File: config.mk
export PLATFORM = sky130hd
export DESIGN_NAME = multicycle_control_flat
export DESIGN_NICKNAME = d
export VERILOG_FILES = /design/src/rtl/multicycle_control_if.sv /design/src/rtl/multicycle_control.sv /design/src/flat_wrapper.sv
export SDC_FILE = /design/constraint.sdc
export NUM_CORES = 1
export LEC_CHECK = 0
export CAP_MARGIN = 40
export CORE_AREA = 5 5 55 77
export CTS_BUF_LIST = sky130_fd_sc_hd__clkbuf_8 sky130_fd_sc_hd__clkbuf_16
export DETAILED_ROUTE_END_ITERATION = 8
export DIE_AREA = 0 0 60 82
export HOLD_SLACK_MARGIN = 0.05
export PLACE_DENSITY = 0.65
export SYNTH_ARGS = -nofsm -noshare
export SYNTH_HDL_FRONTEND = slang
export SYNTH_SLANG_ARGS = --single-unit
export TNS_END_PERCENT = 100
File: constraint.sdc
create_clock -name clk -period 2.1 [get_ports clk]
set_input_delay 0.21 -clock clk [delete_from_list [all_inputs] [get_ports clk]]
set_output_delay 0.21 -clock clk [all_outputs]
set_load 0.1 [all_outputs]
File: src/rtl/multicycle_control_if.sv
// Control bus between the multicycle controller (master) and the datapath (slave).
interface multicycle_control_if;
    logic [5:0] opcode;
    logic       zero;
    logic       memReady;
    logic       PCWrite;
    logic       PCWriteCond;
    logic       IorD;
    logic       MemRead;
    logic       MemWrite;
    logic       IRWrite;
    logic       MemToReg;
    logic       RegDst;
    logic       RegWrite;
    logic       ALUSrcA;
    logic [1:0] ALUSrcB;
    logic [1:0] ALUOp;
    logic [1:0] PCSource;
    logic       illegalOp;
    logic       memFault;
    logic [3:0] state;

    modport master (
        input  opcode, zero, memReady,
        output PCWrite, PCWriteCond, IorD, MemRead, MemWrite, IRWrite, MemToReg,
               RegDst, RegWrite, ALUSrcA, ALUSrcB, ALUOp, PCSource,
               illegalOp, memFault, state
    );

    modport slave (
        output opcode, zero, memReady,
        input  PCWrite, PCWriteCond, IorD, MemRead, MemWrite, IRWrite, MemToReg,
               RegDst, RegWrite, ALUSrcA, ALUSrcB, ALUOp, PCSource,
               illegalOp, memFault, state
    );
endinterface

File: src/rtl/multicycle_control.sv
// Moore FSM sequencing a shared-ALU multicycle MIPS datapath, with a bounded
// wait on the variable-latency unified memory.
module multicycle_control #(
    parameter int WAIT_LIMIT = 15,
    parameter int CNT_W      = 4
) (
    input  logic                 clk,
    input  logic                 rst_n,
    multicycle_control_if.master bus
);
    typedef enum logic [3:0] {
        FETCH     = 4'd0,
        DECODE    = 4'd1,
        MEM_ADDR  = 4'd2,
        MEM_READ  = 4'd3,
        MEM_WB    = 4'd4,
        MEM_WRITE = 4'd5,
        EXEC_R    = 4'd6,
        R_WB      = 4'd7,
        BRANCH    = 4'd8,
        JUMP      = 4'd9,
        ADDI_EXEC = 4'd10,
        ADDI_WB   = 4'd11
    } state_e;

    localparam logic [5:0] OP_R    = 6'b000000;
    localparam logic [5:0] OP_LW   = 6'b100011;
    localparam logic [5:0] OP_SW   = 6'b101011;
    localparam logic [5:0] OP_BEQ  = 6'b000100;
    localparam logic [5:0] OP_J    = 6'b000010;
    localparam logic [5:0] OP_ADDI = 6'b001000;

    typedef struct packed {
        logic       pc_write;
        logic       pc_write_cond;
        logic       iord;
        logic       mem_read;
        logic       mem_write;
        logic       mem_to_reg;
        logic       reg_dst;
        logic       reg_write;
        logic       alu_src_a;
        logic [1:0] alu_src_b;
        logic [1:0] alu_op;
        logic [1:0] pc_source;
    } ctrl_t;

    function automatic ctrl_t decode(input state_e s);
        ctrl_t c;
        c = '0;
        case (s)
            FETCH:     begin c.mem_read = 1'b1; c.alu_src_b = 2'b01; end
            DECODE:    c.alu_src_b = 2'b11;
            MEM_ADDR:  begin c.alu_src_a = 1'b1; c.alu_src_b = 2'b10; end
            MEM_READ:  begin c.mem_read = 1'b1; c.iord = 1'b1; end
            MEM_WB:    begin c.reg_write = 1'b1; c.mem_to_reg = 1'b1; end
            MEM_WRITE: begin c.mem_write = 1'b1; c.iord = 1'b1; end
            EXEC_R:    begin c.alu_src_a = 1'b1; c.alu_op = 2'b10; end
            R_WB:      begin c.reg_write = 1'b1; c.reg_dst = 1'b1; end
            BRANCH:    begin
                c.alu_src_a = 1'b1; c.alu_op = 2'b01;
                c.pc_write_cond = 1'b1; c.pc_source = 2'b01;
            end
            JUMP:      begin c.pc_write = 1'b1; c.pc_source = 2'b10; end
            ADDI_EXEC: begin c.alu_src_a = 1'b1; c.alu_src_b = 2'b10; end
            ADDI_WB:   c.reg_write = 1'b1;
            default:   c = '0;
        endcase
        return c;
    endfunction

    state_e             state_q, state_d;
    logic [CNT_W-1:0]   cnt_q, cnt_d;
    ctrl_t              ctrl_q;
    logic               run_q;
    logic               illegal_q, illegal_d;
    logic               fault_q, fault_d;
    logic               mem_wait, timeout, fetch_go;

    always_comb begin
        mem_wait  = (state_q == FETCH) || (state_q == MEM_READ) || (state_q == MEM_WRITE);
        timeout   = mem_wait && !bus.memReady && (cnt_q == CNT_W'(WAIT_LIMIT - 1));
        state_d   = state_q;
        cnt_d     = '0;
        illegal_d = 1'b0;
        fault_d   = 1'b0;
        // First cycle out of reset only arms the outputs; FETCH proper starts next.
        if (!run_q) begin
            state_d = FETCH;
        end else if (timeout) begin
            state_d = FETCH;
            fault_d = 1'b1;
        end else begin
            case (state_q)
                FETCH, MEM_READ, MEM_WRITE: begin
                    if (bus.memReady) begin
                        case (state_q)
                            FETCH:    state_d = DECODE;
                            MEM_READ: state_d = MEM_WB;
                            default:  state_d = FETCH;
                        endcase
                    end else begin
                        cnt_d = cnt_q + CNT_W'(1);
                    end
                end
                DECODE: begin
                    case (bus.opcode)
                        OP_R:         state_d = EXEC_R;
                        OP_LW, OP_SW: state_d = MEM_ADDR;
                        OP_BEQ:       state_d = BRANCH;
                        OP_J:         state_d = JUMP;
                        OP_ADDI:      state_d = ADDI_EXEC;
                        default: begin
                            state_d   = FETCH;
                            illegal_d = 1'b1;
                        end
                    endcase
                end
                MEM_ADDR:  state_d = (bus.opcode == OP_SW) ? MEM_WRITE : MEM_READ;
                EXEC_R:    state_d = R_WB;
                ADDI_EXEC: state_d = ADDI_WB;
                default:   state_d = FETCH;
            endcase
        end
    end

    always_ff @(posedge clk or negedge rst_n) begin
        if (!rst_n) begin
            state_q   <= FETCH;
            cnt_q     <= '0;
            ctrl_q    <= '0;
            run_q     <= 1'b0;
            illegal_q <= 1'b0;
            fault_q   <= 1'b0;
        end else begin
            run_q     <= 1'b1;
            state_q   <= state_d;
            cnt_q     <= cnt_d;
            ctrl_q    <= decode(state_d);
            illegal_q <= illegal_d;
            fault_q   <= fault_d;
        end
    end

    // PC/IR load in FETCH must follow memReady within the same cycle.
    assign fetch_go        = run_q && (state_q == FETCH) && bus.memReady;

    assign bus.PCWrite     = ctrl_q.pc_write | fetch_go;
    assign bus.IRWrite     = fetch_go;
    assign bus.PCWriteCond = ctrl_q.pc_write_cond;
    assign bus.IorD        = ctrl_q.iord;
    assign bus.MemRead     = ctrl_q.mem_read;
    assign bus.MemWrite    = ctrl_q.mem_write;
    assign bus.MemToReg    = ctrl_q.mem_to_reg;
    assign bus.RegDst      = ctrl_q.reg_dst;
    assign bus.RegWrite    = ctrl_q.reg_write;
    assign bus.ALUSrcA     = ctrl_q.alu_src_a;
    assign bus.ALUSrcB     = ctrl_q.alu_src_b;
    assign bus.ALUOp       = ctrl_q.alu_op;
    assign bus.PCSource    = ctrl_q.pc_source;
    assign bus.illegalOp   = illegal_q;
    assign bus.memFault    = fault_q;
    assign bus.state       = state_q;
endmodule

File: src/flat_wrapper.sv
// flat-port wrapper written by rule: the top's interface ports become plain ports
module multicycle_control_flat 
#(
    parameter int WAIT_LIMIT = 15,
    parameter int CNT_W      = 4
)
  (clk, rst_n, bus_opcode, bus_zero, bus_memReady, bus_PCWrite, bus_PCWriteCond, bus_IorD, bus_MemRead, bus_MemWrite, bus_IRWrite, bus_MemToReg, bus_RegDst, bus_RegWrite, bus_ALUSrcA, bus_ALUSrcB, bus_ALUOp, bus_PCSource, bus_illegalOp, bus_memFault, bus_state);
  multicycle_control_if bus_i ();
  input  logic clk;
  input  logic rst_n;
  input wire logic [$bits(bus_i.opcode)-1:0] bus_opcode;
  input wire logic [$bits(bus_i.zero)-1:0] bus_zero;
  input wire logic [$bits(bus_i.memReady)-1:0] bus_memReady;
  output wire logic [$bits(bus_i.PCWrite)-1:0] bus_PCWrite;
  output wire logic [$bits(bus_i.PCWriteCond)-1:0] bus_PCWriteCond;
  output wire logic [$bits(bus_i.IorD)-1:0] bus_IorD;
  output wire logic [$bits(bus_i.MemRead)-1:0] bus_MemRead;
  output wire logic [$bits(bus_i.MemWrite)-1:0] bus_MemWrite;
  output wire logic [$bits(bus_i.IRWrite)-1:0] bus_IRWrite;
  output wire logic [$bits(bus_i.MemToReg)-1:0] bus_MemToReg;
  output wire logic [$bits(bus_i.RegDst)-1:0] bus_RegDst;
  output wire logic [$bits(bus_i.RegWrite)-1:0] bus_RegWrite;
  output wire logic [$bits(bus_i.ALUSrcA)-1:0] bus_ALUSrcA;
  output wire logic [$bits(bus_i.ALUSrcB)-1:0] bus_ALUSrcB;
  output wire logic [$bits(bus_i.ALUOp)-1:0] bus_ALUOp;
  output wire logic [$bits(bus_i.PCSource)-1:0] bus_PCSource;
  output wire logic [$bits(bus_i.illegalOp)-1:0] bus_illegalOp;
  output wire logic [$bits(bus_i.memFault)-1:0] bus_memFault;
  output wire logic [$bits(bus_i.state)-1:0] bus_state;
  assign bus_i.opcode = bus_opcode;
  assign bus_i.zero = bus_zero;
  assign bus_i.memReady = bus_memReady;
  assign bus_PCWrite = bus_i.PCWrite;
  assign bus_PCWriteCond = bus_i.PCWriteCond;
  assign bus_IorD = bus_i.IorD;
  assign bus_MemRead = bus_i.MemRead;
  assign bus_MemWrite = bus_i.MemWrite;
  assign bus_IRWrite = bus_i.IRWrite;
  assign bus_MemToReg = bus_i.MemToReg;
  assign bus_RegDst = bus_i.RegDst;
  assign bus_RegWrite = bus_i.RegWrite;
  assign bus_ALUSrcA = bus_i.ALUSrcA;
  assign bus_ALUSrcB = bus_i.ALUSrcB;
  assign bus_ALUOp = bus_i.ALUOp;
  assign bus_PCSource = bus_i.PCSource;
  assign bus_illegalOp = bus_i.illegalOp;
  assign bus_memFault = bus_i.memFault;
  assign bus_state = bus_i.state;
  multicycle_control #(.WAIT_LIMIT(WAIT_LIMIT), .CNT_W(CNT_W)) u_core (.clk(clk), .rst_n(rst_n), .bus(bus_i));
endmodule
==> results.yml, run 1 <==
critical_path:
  required_ps: 1890
  path_class: "reg2out"
  slowest_delay_ps: 540
  path_max_fanout: 8
  cp.arrival_ps: 2110
  cp-start-kind: "flop"
  cp_cell_sequence: "buf_6 > or4b_4 > nor2_1 > a311o_2 > o31ai_4 > buf_12"
  slowest_stage: "dfrtp_4"
  end_kind: "output port"
yosys:
  synth_commonest_cells: "dfrtp_1, nor2_1, nand2_1, inv_1, nor3_1"
  ys_top_cells_by_area: "dfrtp_1, nor2_1, buf_6, nor3_1, nor4b_2"
  ys_seq_area_share_pct: 43.2
  ys_types: 54
  syn_nets: 144
  ys_ff_latch: 23
  synth.cell_area_um2: 1330
  synth_top_area_share_pct: 43.2
  syn_avg_cell_area_um2: 10.1
  synthFlopType: "dfrtp_1"
  ys_warn_count: 0
  yosysMostFrequentCell: "dfrtp_1"
  async_reset_ff_share_pct: 100
  yosys.area.top_type: "dfrtp_1"
  synth_edf_count: 0
  syn_inst: 132
place:
  dpl_cell_area_um2: 1800
  port_buffers: 30
  place_inst: 213
  place_congestion: 0.844
  hpwl_um: 2380
cells_and_area:
  antennaDiodeCount: 0
  regArea_um2: 591
  area_growth_pct: 49.9
  multi_input_area_um2: 756
  num-nets-final: 203
  fin_area_um2: 2000
  instances_no_fill: 232
  fillers: 313
  drive_gt1_share_pct: 46.3
clock_network:
  clock_path_buffers: 2
  ctsHoldBuffers: 0
  cts_tree: "done"
  clkTransAtPathRegs_ps: 80
  clock-root-buffer: "clkbuf_8"
  htree_num_levels: 1
  cts.sinks: 23
  numCtsBuffers: 3
  clk_latency_ps: 260
floorplanning:
  die-area_um2: 4920
  start_util_pct: 38.0
  pin_count: 32
  core-area_um2: 3510
  die_y_um: 82
  row_count: 26
  die-width_um: 60
route:
  totalWireLength_um: 3330
  routed-via-count: 1205
  antenna_left: 0
  drt_iter0_drc: 19
  vias_per_cell: 5.19
  wl_per_cell_um: 14.4
  drc: 0
  drt_pre_antenna_iters: 4
global_routing:
  grt_pass1_vias: 1201
  grtUsageTotal_pct: 13.8
  grt_max_degree: 24
  grt_pass1_wl_um: 5190
  overflow: 0
  antenna_found_initial: 0
run_status:
  outcome: "finished with violations"
  failed_checks: "negative setup slack"
power_and_ir_drop:
  p_sw_mw: 0.294
  p_sw_share_pct: 30.3
  p_clk_share_pct: 28.2
  p_seq_share_pct: 47.5
  p_int_mw: 0.675
  p_comb_share_pct: 24.3
  power.density_nw_per_um2: 484
  ir_drop_mv: 0.290
  total_leakage_power_nw: 0.912
sta:
  clock.fmax_ghz: 0.431
  finalHoldViolCount: 0
  setup_slack_ps: -221
  timing.final.crit_share_pct: 111
  rsz0062_at_grt: "true"
  fin_skew_ps: 1.82
  setup_violations: 8
  min_period_ps: 2320
  fin_tns_setup_ps: -902
  slew_viol_final: 0
hold_path:
  hold_path.class: "in2async"
run:
  drv_cap: 0
[metal layers]
metal | wire [um] | GRT usage, %
met5 | 0 | 0
met4 | 66 | 7.98
met3 | 112 | 1.89
met2 | 1870 | 23.6
met1 | 1280 | 16.0
[final cells by class]
cell class                      count  share of cell area (%)
Timing Repair Buffer               63                    26.6
Clock inverter                      1                   0.250
Tap cell                           42                    2.63
Sequential cell                    23                    29.5
Clock buffer                        3                    2.07
Multi-Input combinational cell     94                    37.8
Inverter                            6                    1.13
[per-stage QoR]
| step | worst slack (ps) | power (mW) | hold WS (ps) | util [%] |
|---|---|---|---|---|
| 2_1_floorplan | -592 | 0.608 | -85.6 | - |
| 3_5_place_dp | -162 | 0.688 | 484 | 51.1 |
| 6_report | -221 | 0.968 | 287 | 56.9 |
| 4_1_cts | -202 | 0.965 | 295 | 54.2 |
| 5_1_grt | -282 | 1.01 | 325 | 56.9 |
| 3_3_place_gp | -115 | 0.684 | 469 | 51.1 |
[worst max-delay path: cells and delay by family, from the launching register on]
kind	cells	cell delay (ps)
and+or+nand+nor	2	600
DFF	1	540
AOI/OAI and AO/OA	2	390
buffers and inverters	2	320
[cell usage in the layout (no fill, tap or decap), drive strengths merged, types with 2 or more instances in the layout]
cell and count:
nor3 7, o211ai 3, nor3b 3, nor2 14, clkdlybuf4s50 7, o21bai 3, a21oi 3, ha 2
xor2 3, clkbuf 3, dfrtp 23, nor4b 2, or2 2, and3 2, buf 55, xnor2 2
inv 6, a31oi 2, nand3 5, nand2 9, o2111ai 2, o21ai 5, nand2b 3
[power groups by stage]
stage                     registers (mW)  clock network, mW  logic [mW]
after floorplan                    0.513                  0      0.0943
after global routing               0.462              0.304       0.249
after CTS                          0.462              0.281       0.222
after detailed placement           0.471                  0       0.217
final                              0.460              0.273       0.235
after global placement             0.471                  0       0.213
[path summary, 6_finish.rpt]
check                      depth (start not counted)  slack [ps]           startpoint             endpoint
max                                                6        -220  u_core.bus.state[2]          bus_PCWrite
min                                                2         290                rst_n      u_core.cnt_q[0]
max reg2reg                                        9        -150  u_core.bus.state[2]      u_core.bus.IorD
min reg2reg                                        1         490      u_core.cnt_q[0]      u_core.cnt_q[0]
max in group asynchronous                          2        1560                rst_n  u_core.bus.state[3]
min in group clk                                   1         490      u_core.cnt_q[0]      u_core.cnt_q[0]
[cell families (layout without fill, tap and decap cells)]
family / count (synthesis) / in the layout / share of synthesized area, %
and+or+nand+nor: 58 / 58 / 27.4
AOI/OAI and AO/OA: 28 / 28 / 16.8
DFF: 23 / 23 / 43.2
buffers and inverters: 15 / 73 / 7.22
xor gates and xnor gates: 5 / 5 / 3.28
adders and majority gates: 2 / 2 / 1.88
other: 1 / 1 / 0.281
[flip-flops by register name, summed over array words and instances, names as in the netlist, 2 cells and up]
register	cells
u_core.cnt_q	4
u_core.bus.ALUOp	2
u_core.bus.state	4
u_core.bus.ALUSrcB	2
[timing repair]
| action | 4_1_cts | 5_1_grt |
|---|---|---|
| pin swaps | 8 | 12 |
| endpoints found under the setup margin | 2 | 5 |
| resized for setup | 3 | 11 |
| setup buffers | 7 | 8 |
(Power assumes the default switching activity.)
==> run 2: changes to the inputs <==
- MAX_ROUTING_LAYER: default -> met4
==> results.yml, run 2 (synthesis results as in run 1) <==
run_status:
  outcome: "finished with violations"
  failed_checks: "negative setup slack"
route:
  drt_pre_antenna_iters: 4
  antenna_left: 0
  drc: 0
  totalWireLength_um: 3280
  routed-via-count: 1230
  drt_iter0_drc: 31
  wl_per_cell_um: 14.0
  vias_per_cell: 5.26
global_routing:
  use_met2_pct: 23.6
  met1_usage_pct: 15.9
  antenna_found_initial: 0
  grt_pass1_vias: 1199
  overflow: 0
  met3_usage_pct: 1.89
  grt_pass1_wl_um: 5180
  grt_busiest_layer: "met2"
  grtUsageTotal_pct: 14.1
  grt_max_degree: 24
place:
  hpwl_um: 2380
  dpl_cell_area_um2: 1800
  port_buffers: 30
  place_ws_ps: -162
  place_inst: 213
  place_congestion: 0.857
clock_network:
  clkTransAtPathRegs_ps: 80
  clock_path_buffers: 2
  clk_latency_ps: 270
  cts.sinks: 23
  htree_num_levels: 1
  cts_tree: "done"
  ctsHoldBuffers: 0
  clock-root-buffer: "clkbuf_8"
  numCtsBuffers: 3
cells_and_area:
  final_cell_mix: "buf_4, dfrtp_1, nor2_1, nand2_1, clkdlybuf4s50_1"
  antennaDiodeCount: 0
  fin_area_um2: 2010
  finish.utilization_pct: 57.1
  drive_gt1_share_pct: 46.9
  instances_no_fill: 234
  num-nets-final: 205
  area_growth_pct: 50.4
  mostFrequentLayoutCell: "buf_4"
sta:
  finalHoldViolCount: 0
  clock.fmax_ghz: 0.431
  fin_tns_setup_ps: -856
  slew_viol_final: 0
  min_period_ps: 2320
  timing.final.crit_share_pct: 110
  setup_slack_ps: -220
  holdWs_ps: 285
  rsz0062_at_grt: "true"
  setup_violations: 7
  fin_skew_ps: 3.71
critical_path:
  rr_worst_depth: 9
  required_ps: 1890
  cp-start-kind: "flop"
  crit_start: "u_core.bus.state[2]"
  r2r-start: "u_core.bus.state[2]"
  crit_end: "bus_PCWrite"
  cp.arrival_ps: 2110
  r2r_slack_ps: -140
  end_kind: "output port"
  rr_endpoint: "u_core.bus.IorD"
  path_class: "reg2out"
  path_max_fanout: 8
power_and_ir_drop:
  ir_drop_mv: 0.293
  finalPower_mw: 0.969
  power.density_nw_per_um2: 483
  total_leakage_power_nw: 0.920
hold_path:
  hold_path.class: "in2async"
floorplanning:
  die-area_um2: 4920
  die_y_um: 82
  core-area_um2: 3510
  row_count: 26
  die-width_um: 60
  pin_count: 32
  start_util_pct: 38.0
run:
  drv_cap: 0
## run 2: cell count changes in the layout (fill, tap and decap cells not counted), sizes merged
cell | previous run | this run
buf | 55 | 57
## run 2: cell type report
type / count / area (um^2)
clock buffer: 3 / 41.3
multi-input combinational: 94 / 747
sequential: 23 / 591
inverter: 6 / 22.5
fill: 316 / 1510
clock inverter: 1 / 5.00
tap: 42 / 52.6
timing repair buffer: 65 / 547
## run 2: repair_timing
item,in CTS,in global routing
endpoints found under the setup margin,2,5
gates cloned,0,0
resized for setup,3,10
setup buffers,7,10
pin swaps,8,10
## run 2: worst min-delay path by stage
| stage | end | cells after the start | slack (ps) | from |
|---|---|---|---|---|
| CTS | u_core.cnt_q[0] | 2 | 290 | rst_n |
| floorplan | u_core.bus.ALUOp[0] | 0 | -90 | rst_n |
| detailed placement | u_core.cnt_q[0] | 1 | 480 | u_core.cnt_q[0] |
| finish | u_core.cnt_q[0] | 2 | 290 | rst_n |
| global placement | u_core.cnt_q[0] | 1 | 470 | u_core.cnt_q[0] |
| global route | u_core.cnt_q[0] | 2 | 330 | rst_n |
## run 2: worst max-delay path: stages, from the launching register on
cell and delay (ps):
dfrtp_4 540, buf_6 150, or4b_4 490, nor2_1 110, a311o_2 290, o31ai_4 100
buf_12 170
## run 2: where the power goes
group / leakage, nW / internal (mW) / total [mW] / switching (mW)
clock: 0.0255 / 0.133 / 0.274 / 0.141
combinational: 0.596 / 0.0911 / 0.235 / 0.144
sequential: 0.299 / 0.452 / 0.460 / 0.00793
## run 2: metal layers
layer | share of wire [%] | vias to the layer above
met5 | 0 | -
met4 | 2.7 | 0
met3 | 4.6 | 10
met2 | 55 | 34
met1 | 38 | 602
li1 | - | 584
==> run 3: changes to the inputs <==
- ABC_AREA: default -> 1
- CORE_AREA: 5 5 55 77 -> 5 5 55 76
- DIE_AREA: 0 0 60 82 -> 0 0 60 81
- PLACE_DENSITY: 0.65 -> 0.64
==> results.yml, run 3 <==
cells_and_area:
  num-nets-final: 214
  fin_area_um2: 1700
  mostFrequentLayoutCell: "nand2_1"
  multi_input_area_um2: 631
  regArea_um2: 591
  drive_gt1_share_pct: 25.9
  instances_no_fill: 241
  area_growth_pct: 31.0
  fillers: 352
  final_cell_mix: "nand2_1, inv_1, nor2_1, buf_4, dfrtp_1"
  antennaDiodeCount: 0
sta:
  holdWs_ps: 297
  min_period_ps: 1790
  slew_viol_final: 0
  rsz0062_at_grt: "false"
  setup_slack_ps: 311
  timing.final.crit_share_pct: 85.2
  finalHoldViolCount: 0
  setup_violations: 0
  clock.fmax_ghz: 0.559
  fin_skew_ps: 6.11
global_routing:
  grt_pass1_wl_um: 4860
  grtUsageTotal_pct: 13.5
  met1_usage_pct: 12.8
  grt_busiest_layer: "met2"
  grt_pass1_vias: 1178
  met3_usage_pct: 2.07
  grt_max_degree: 24
  overflow: 0
  use_met2_pct: 25.5
  antenna_found_initial: 0
yosys:
  ys_types: 25
  yosys.area.top_type: "dfrtp_1"
  ys_ff_latch: 23
  synth.cell_area_um2: 1290
  synth_top_area_share_pct: 44.4
  ys_seq_area_share_pct: 44.4
  ys_warn_count: 0
  syn_avg_cell_area_um2: 7.71
  ys_top_cells_by_area: "dfrtp_1, nand2_1, inv_1, nor2_1, nand3_1"
  syn_nets: 180
  synth_commonest_cells: "nand2_1, inv_1, nor2_1, dfrtp_1, nand3_1"
  async_reset_ff_share_pct: 100
  syn_inst: 168
  synth_edf_count: 0
  yosysMostFrequentCell: "nand2_1"
  synthFlopType: "dfrtp_1"
clock_network:
  cts.sinks: 23
  clock-root-buffer: "clkbuf_8"
  htree_num_levels: 1
  cts_tree: "done"
  clk_latency_ps: 260
  numCtsBuffers: 3
  ctsHoldBuffers: 0
  cts_resized: 0
  clock_path_buffers: 2
  postCtsSetupBuffers: 0
  clkTransAtPathRegs_ps: 80
critical_path:
  critPathBufInv: 1
  cp_cell_sequence: "nor2_4 > nand3_2 > nor2_4 > or2_4 > buf_12"
  end_kind: "output port"
  slowest_delay_ps: 510
  path_class: "reg2out"
  cp_common_cell: "nor2_4"
  crit_family: "simple AND/OR/NAND/NOR gates"
  required_ps: 1890
  path_max_fanout: 7
  cp.arrival_ps: 1580
  slowest_stage: "dfrtp_4"
  cp-start-kind: "flop"
power_and_ir_drop:
  power.density_nw_per_um2: 550
  p_seq_share_pct: 49.6
  ir_drop_mv: 0.301
  p_int_mw: 0.647
  p_comb_share_pct: 22.2
  p_sw_mw: 0.287
  total_leakage_power_nw: 0.916
  p_sw_share_pct: 30.7
  p_clk_share_pct: 28.1
run_status:
  outcome: "finished, final reports clean"
place:
  hpwl_um: 2420
  port_buffers: 30
  place_congestion: 0.871
  place_inst: 237
  place_ws_ps: 300
  dpl_cell_area_um2: 1650
floorplanning:
  die-area_um2: 4860
  start_util_pct: 38.3
  row_count: 25
  die_y_um: 81
  pin_count: 32
  core-area_um2: 3380
  die-width_um: 60
hold_path:
  hold_path.class: "in2async"
route:
  wl_per_cell_um: 11.6
  drt_iter0_drc: 11
  antenna_left: 0
  drt_pre_antenna_iters: 4
  routed-via-count: 1169
  drc: 0
  vias_per_cell: 4.85
  totalWireLength_um: 2800
run:
  drv_cap: 0
[run 3: cells by family after synthesis]
| kind of cell | Yosys count | synth area share [%] |
|---|---|---|
| XOR/XNOR | 2 | 1.35 |
| other | 1 | 0.290 |
| adder cells (fa/ha/maj) | 2 | 1.93 |
| buffers and inverters | 29 | 8.99 |
| flip-flops | 23 | 44.4 |
| AO/OA/AOI/OAI | 9 | 3.48 |
| AND/OR/NAND/NOR | 102 | 39.5 |
[run 3: final cells by class]
type / count / area share, %
multi-input combinational: 116 / 37.2
sequential: 23 / 34.8
timing repair buffer: 31 / 16.4
inverter: 27 / 5.97
tap: 40 / 2.95
clock buffer: 3 / 2.43
clock inverter: 1 / 0.295
[run 3: per-stage QoR]
step / util, % / total power, mW / TNS (ps)
detailed placement: 48.9 / 0.682 / 0
global placement: 48.9 / 0.678 / 0
global route: 50.2 / 0.981 / 0
finish: 50.2 / 0.933 / 0
floorplan: - / 0.613 / -16.8
CTS: 50.2 / 0.945 / 0
[run 3: final timing paths]
| path | start | endpoint | slack [ps] | cells past startpoint |
|---|---|---|---|---|
| worst max-delay path | u_core.bus.state[3] | bus_PCWrite | 310 | 5 |
| worst min-delay path | rst_n | u_core.cnt_q[2] | 300 | 2 |
| worst max register to register | u_core.bus.state[0] | u_core.bus.RegWrite | 450 | 10 |
| worst min register to register | u_core.cnt_q[0] | u_core.cnt_q[0] | 490 | 1 |
| max in group asynchronous | rst_n | u_core.bus.state[0] | 1560 | 2 |
| min in group clk | u_core.cnt_q[0] | u_core.cnt_q[0] | 490 | 1 |
[run 3: power groups by stage]
stage | Combinational [mW] | Clock (mW) | Sequential [mW]
global placement | 0.207 | 0 | 0.472
CTS | 0.210 | 0.272 | 0.463
global route | 0.225 | 0.292 | 0.464
floorplan | 0.0899 | 0 | 0.523
finish | 0.208 | 0.263 | 0.463
detailed placement | 0.210 | 0 | 0.472
[run 3: layer usage]
| layer | part of all wire [%] | wire length (um) |
|---|---|---|
| met1 | 37 | 1030 |
| met5 | 0 | 0 |
| met3 | 6.0 | 168 |
| met2 | 54 | 1530 |
| met4 | 2.9 | 82 |
